### config.mk
export PLATFORM = sky130hd
export DESIGN_NAME = alu_rf_sequencer
export DESIGN_NICKNAME = d
export VERILOG_FILES = /design/src/rtl/alu_rf_sequencer.sv
export SDC_FILE = /design/constraint.sdc
export NUM_CORES = 1
export LEC_CHECK = 0
export CORE_AREA = 5 5 150 152
export DETAILED_ROUTE_END_ITERATION = 6
export DIE_AREA = 0 0 155 157
export PLACE_DENSITY_LB_ADDON = 0.15
export SKIP_LAST_GASP = 1
export SYNTH_ARGS = -nofsm -noshare
export SYNTH_HDL_FRONTEND = slang
export SYNTH_SLANG_ARGS = --single-unit
### constraint.sdc
create_clock -name CLK -period 5.32 [get_ports CLK]
set_input_delay 1.064 -clock CLK [delete_from_list [all_inputs] [get_ports CLK]]
set_output_delay 1.064 -clock CLK [all_outputs]
set_load 0.05 [all_outputs]
### src/rtl/alu_rf_sequencer.sv
// alu_rf_sequencer: multi-cycle controller that iterates rd = src OP (rt | imm)
// through an external register file and ALU, one READ/WRITE pair per iteration.
// Optional build macro SEQ_OVF_STOP_EN: an ALU overflow in READ ends the command
// without writing that iteration's result.
module alu_rf_sequencer #(
    parameter int unsigned COUNT_W = 8,
    parameter int unsigned WORD_W  = 32
) (
    input  logic               CLK,
    input  logic               nRST,
    input  logic               cmd_valid,
    output logic               cmd_ready,
    input  logic [3:0]         cmd_op,
    input  logic [4:0]         cmd_rs,
    input  logic [4:0]         cmd_rt,
    input  logic [4:0]         cmd_rd,
    input  logic               cmd_use_imm,
    input  logic [15:0]        cmd_imm,
    input  logic [COUNT_W-1:0] cmd_count,
    input  logic               cmd_abort,
    output logic [4:0]         rf_rsel1,
    output logic [4:0]         rf_rsel2,
    input  logic [WORD_W-1:0]  rf_rdat1,
    input  logic [WORD_W-1:0]  rf_rdat2,
    output logic [4:0]         rf_wsel,
    output logic [WORD_W-1:0]  rf_wdat,
    output logic               rf_WEN,
    output logic [WORD_W-1:0]  alu_portA,
    output logic [WORD_W-1:0]  alu_portB,
    output logic [3:0]         alu_op,
    input  logic [WORD_W-1:0]  alu_portOut,
    input  logic               alu_neg,
    input  logic               alu_overflow,
    input  logic               alu_zero,
    output logic               busy,
    output logic               done,
    output logic [WORD_W-1:0]  result,
    output logic [3:0]         flags
);

    localparam int unsigned REG_W = 5;
    localparam int unsigned OP_W  = 4;
    localparam int unsigned IMM_W = 16;

`ifdef SEQ_OVF_STOP_EN
    localparam bit OVF_STOP = 1'b1;
`else
    localparam bit OVF_STOP = 1'b0;
`endif

    typedef enum logic [1:0] {S_IDLE, S_READ, S_WRITE, S_DONE} state_t;

    state_t             state;
    logic [OP_W-1:0]    op_q;
    logic [REG_W-1:0]   rt_q;
    logic [REG_W-1:0]   rd_q;
    logic               use_imm_q;
    logic [IMM_W-1:0]   imm_q;
    logic [COUNT_W-1:0] remaining;
    logic               neg_q;
    logic               zero_q;
    logic               ovf_q;
    logic               abort_q;

    // Overflow stop only exists when the build macro is defined.
    logic ovf_stop;
    assign ovf_stop = OVF_STOP & alu_overflow;

    assign alu_op = op_q;
    assign flags  = {abort_q, ovf_q, zero_q, neg_q};

    // ALU operands follow the register file read data only while in READ.
    always_comb begin
        alu_portA = '0;
        alu_portB = '0;
        if (state == S_READ) begin
            alu_portA = rf_rdat1;
            alu_portB = use_imm_q ? WORD_W'(imm_q) : rf_rdat2;
        end
    end

    // Sequencer FSM with registered handshake, status and register-file controls.
    always_ff @(posedge CLK or negedge nRST) begin
        if (!nRST) begin
            state     <= S_IDLE;
            op_q      <= '0;
            rt_q      <= '0;
            rd_q      <= '0;
            use_imm_q <= 1'b0;
            imm_q     <= '0;
            remaining <= '0;
            neg_q     <= 1'b0;
            zero_q    <= 1'b0;
            ovf_q     <= 1'b0;
            abort_q   <= 1'b0;
            result    <= '0;
            cmd_ready <= 1'b1;
            busy      <= 1'b0;
            done      <= 1'b0;
            rf_WEN    <= 1'b0;
            rf_rsel1  <= '0;
            rf_rsel2  <= '0;
            rf_wsel   <= '0;
            rf_wdat   <= '0;
        end else begin
            case (state)
                S_IDLE: begin
                    if (cmd_valid && cmd_ready) begin
                        op_q      <= cmd_op;
                        rt_q      <= cmd_rt;
                        rd_q      <= cmd_rd;
                        use_imm_q <= cmd_use_imm;
                        imm_q     <= cmd_imm;
                        remaining <= (cmd_count == '0) ? COUNT_W'(1) : cmd_count;
                        ovf_q     <= 1'b0;
                        abort_q   <= 1'b0;
                        cmd_ready <= 1'b0;
                        busy      <= 1'b1;
                        rf_rsel1  <= cmd_rs;
                        rf_rsel2  <= cmd_rt;
                        state     <= S_READ;
                    end
                end
                S_READ: begin
                    rf_rsel1 <= '0;
                    rf_rsel2 <= '0;
                    if (cmd_abort) begin
                        abort_q <= 1'b1;
                        done    <= 1'b1;
                        state   <= S_DONE;
                    end else begin
                        result <= alu_portOut;
                        neg_q  <= alu_neg;
                        zero_q <= alu_zero;
                        ovf_q  <= ovf_q | alu_overflow;
                        if (ovf_stop) begin
                            done  <= 1'b1;
                            state <= S_DONE;
                        end else begin
                            rf_WEN  <= (rd_q != '0);
                            rf_wsel <= rd_q;
                            rf_wdat <= alu_portOut;
                            state   <= S_WRITE;
                        end
                    end
                end
                S_WRITE: begin
                    rf_WEN    <= 1'b0;
                    rf_wsel   <= '0;
                    rf_wdat   <= '0;
                    remaining <= remaining - COUNT_W'(1);
                    if (remaining == COUNT_W'(1) || cmd_abort) begin
                        abort_q <= abort_q | cmd_abort;
                        done    <= 1'b1;
                        state   <= S_DONE;
                    end else begin
                        // Later iterations accumulate into rd.
                        rf_rsel1 <= rd_q;
                        rf_rsel2 <= rt_q;
                        state    <= S_READ;
                    end
                end
                S_DONE: begin
                    done      <= 1'b0;
                    busy      <= 1'b0;
                    cmd_ready <= 1'b1;
                    state     <= S_IDLE;
                end
                default: state <= S_IDLE;
            endcase
        end
    end

endmodule
# Yosys cells after proc, flatten, opt, wreduce, memory -nomap -nowiden
# Cells that the tools add are included.
# Widths: inputs -> output; s select.
# totals
ff_bits	128
latchBits	0
ramBits	0
mem_bits_ro	0
input_bits	147
word_cells	86
mem_count	0
# op_classes
add_sub_neg	1
n_mul	0
n_div	0
n_lt_le_gt_ge	0
eq_ne	9
shift	0
n_mux	33
n_bitwise	3
n_reduce_logical	20
# ops
op	count
$mux 32	4
$pmux 32 s2	1
$pmux 5 s3	2
$mux 5	5
$mux 8	2
$pmux 8 s2	1
$ne 2x2->1 const B	5
$pmux 5 s2	1
$reduce_and 2->1	5
$reduce_and 3->1	3
$eq 8x1->1 const B	1
$logic_not 8->1	1
$mux 1	8
$pmux 1 s2	4
$pmux 2 s4	1
$reduce_bool 2->1	4
$sub 8x1->8 const B	1
$pmux 1 s3	2
$reduce_bool 3->1	2
$reduce_bool 5->1	1
$eq 2x2->1 const B	2
$mux 2	2
$reduce_and 4->1	1
$eq 2x1->1 const B	1
5 further kinds	6

# Longest topological paths before layout
# logic_depth
word_depth	4
depth_mapped	8
mapped_depth_nobuf	6

# Least setup slack after synthesis
# Ideal clock, no wire load.
# synth_path
kind	reg2out
from	reg state[1]
to	out alu_portB[0]
arrival_ns	1.820
required_time_ns	4.256
path_slack_ns	2.436
stages_incl_launch_ff	6
n_path_buf	2
cell_sequence	dfrtp_1 inv_1 ha_1 buf_2 clkbuf_1 nor2b_1
# synth_between
elab_chain_cells	2
# synth_lines
element	line_no	text
start, declared	53	state_t state;
start signal, assigned	85	state <= S_IDLE;
start signal, assigned	121	state <= S_READ;
start signal, assigned	130	state <= S_DONE;
$eq 2x1->1	76	if (state == S_READ) begin
$mux 32	76	
end, declared	29	output logic [WORD_W-1:0] alu_portB,
# No other way between the ends.

# Final worst setup path
# layout_path
from	reg state[1]
to	out alu_portB[26]
# The elaborated chain is that of the path after synthesis.

==> results_dict.tcl <==
set metrics [dict create \
    p_leak_nw 4.161 \
    antenna_found_initial 0 \
    ir_worst_vdd_mv 0.3750 \
    dr.pass1.iters 4 \
    postCtsSetupRepairBufs 0 \
    timing.fmax_mhz 230.2 \
    rows 53 \
    required_ns 4.26 \
    insertion_delay_ns 0.41 \
    fp.dieH_microns 157 \
    h-tree-depth 4 \
    grt_pass1_vias 5580 \
    dp_slack_ns 1.354 \
    async_flop_share 1.000 \
    comb_power_share 0.598 \
    start_util 0.2974 \
    synth_edf_count 0 \
    nFillCells 1902 \
    wl_mm 21.16 \
    syn-num-nets 673 \
    grt_pass1_wl_mm 32.49 \
    placement.io_buffers 301 \
    p_seq_frac 0.244 \
    fp.dieW_microns 155 \
    worstPathArrival_ns 3.28 \
    worst-setup-path-type "register to output pin" \
    p_int_mw 3.852 \
    clk_pin_slew_worst_paths_ns 0.06 \
    fin_ws_ns 0.9751 \
    worstMarginPinSlew_ns 1.002 \
    multiInputGateArea_sq_um 2799 \
    hold_depth 2 \
    tns_ns 0 \
    diodes 0 \
    layout.cells.non_filler 1086 \
    synthTopCellsByArea "dfrtp_1 (51%), mux2_2 (12%), a22o_1 (10%)" \
    regArea_sq_um 3204 \
    ys_seq_area_frac 0.5158 \
    final-hold-violation-count 0 \
    ys_ff_latch 128 \
    slew_viol_final 0 \
    maxSlewHeadroom 0.3306 \
    dpl_cell_area_sq_um 9417 \
    drt-initial-drc-count 198 \
    holdCritPathClass "register to register" \
    synth_top_area_share 0.5116 \
    r2r_cells 5 \
    synth_ff_type "dfrtp_1" \
    clockBufferDepth 2 \
    power.net_switching_mw 3.616 \
    post_synth_num_cell_types 43 \
    finalCritPeriodShare 0.8167 \
    cts_resized 0 \
    yosysTopAreaCell "dfrtp_1" \
    cts-root-buf "clkbuf_16" \
    place_inst 1054 \
    synth_area_sq_um 6212 \
    syn_avg_cell_area_sq_um 11.97 \
    maxCapViolations 0 \
    drc 0 \
    critPathMaxFanout 62 \
    fin_skew_ns 0.007483 \
    ant_nets 0 \
    yosysWarnings 0 \
    fin_crit_ns 4.345 \
    grt_max_degree 82 \
    outcome "complete, no violations" \
    gp_congestion 0.8787 \
    vias_per_cell 4.962 \
    clock-sinks 128 \
    synth_most_common_cell "dfrtp_1" \
    post_drt_wl_per_cell_microns 19.48 \
    power_density_nw_per_um2 746.1 \
    hold_ws_ns 0.4803 \
    cts_hold_buf 0 \
    cts-buffers-inserted 17 \
    startpoint_type "register" \
    rsz0062_at_grt "no" \
    synthCells 519 \
    setup_viol 0 \
    final_nets 952 \
    pin_count 302 \
    yosys-top-cells-count "dfrtp_1 (127), a22o_1 (74), mux2_2 (65)" \
    worstSetupEndpointType "output pin" \
    dieArea_sq_um 24340 \
    track_usage 0.1694 \
    dp_hpwl_mm 15.26 \
    drive_above_1_share 0.1406 \
    gr-total-overflow 0 \
    syn_to_final_growth_pct 61.13 \
    via_count 5389 \
    p_clk_frac 0.157 \
    cts_tree "done" \
    design_area_sq_um 10010 \
    core_area_sq_um 20890 \
    p_sw_frac 0.4842 \
]
[worst max-delay path, stage by stage (launching register included)]
cell	delay, ns
dfrtp_1	0.43
inv_1	0.16
ha_4	0.56
nor2b_1	0.66
and2_1	0.23
clkdlybuf4s50_1	0.80
[per-stage QoR]
stage,power (mW),utilization
final,7.468,0.4792
after detailed placement,6.362,0.4508
after global routing,7.862,0.4792
after CTS,7.574,0.4792
after floorplan,4.859,-
after global placement,6.291,0.4508
[layout make-up]
cell class / instances / area share
tap: 275 / 0.03437
timing repair buffer: 304 / 0.3029
inverter: 10 / 0.003750
multi-input combinational: 337 / 0.2796
clock buffer: 18 / 0.04387
sequential: 128 / 0.3201
clock inverter: 14 / 0.01538
[registers in the layout, summed over array words and instances, names as in the netlist, 8 cells and up]
register	flops
imm_q	16
remaining	8
result	32
rf_wdat	32
[per-layer routing]
layer | vias up | routed length, microns | global-route usage
met4 | 0 | 296 | 0.04710
met2 | 243 | 10970 | 0.2986
met3 | 20 | 1694 | 0.05444
met5 | - | 0 | 0
met1 | 2652 | 8197 | 0.1988
li1 | 2474 | - | -
[cell families (layout without fill, tap and decap cells)]
logic type | after synthesis | in the layout | synth area share
AO/OA/AOI/OAI | 143 | 143 | 0.1833
adder cells (fa/ha/maj) | 7 | 7 | 0.01410
buffers and inverters | 54 | 346 | 0.03887
flip-flops | 128 | 128 | 0.5158
multiplexers | 84 | 84 | 0.1492
AND/OR/NAND/NOR | 103 | 103 | 0.09869
[layout by cell type, fill, tap and decap left out, drive strengths merged, types with 9 or more instances in the layout]
cell,instances
clkdlybuf4s50,299
nor2b,18
a221oi,10
mux2,66
mux2i,18
a2bb2oi,9
and2,49
clkbuf,18
a22o,74
a21oi,15
inv,14
nand2,10
dfrtp,127
o21ai,12
nor2,9
[worst paths after layout]
| path | from | to | slack, ns |
|---|---|---|---|
| setup / recovery | state[1] | alu_portB[26] | 0.98 |
| hold / removal | rt_q[4] | rt_q[4] | 0.48 |
| setup reg to reg | state[1] | result[14] | 2.49 |
| hold reg to reg | rt_q[4] | rt_q[4] | 0.48 |
| max in group asynchronous | nRST | rf_WEN | 3.45 |
| min in group asynchronous | nRST | result[30] | 0.67 |
[power groups by stage]
stage	registers (mW)	logic [mW]	clock network [mW]
5_1_grt	1.89	4.71	1.26
6_report	1.82	4.47	1.18
3_3_place_gp	1.82	4.47	0
2_1_floorplan	2.84	2.02	0
4_1_cts	1.83	4.53	1.21
3_5_place_dp	1.84	4.52	0
(Power assumes the default switching activity.)
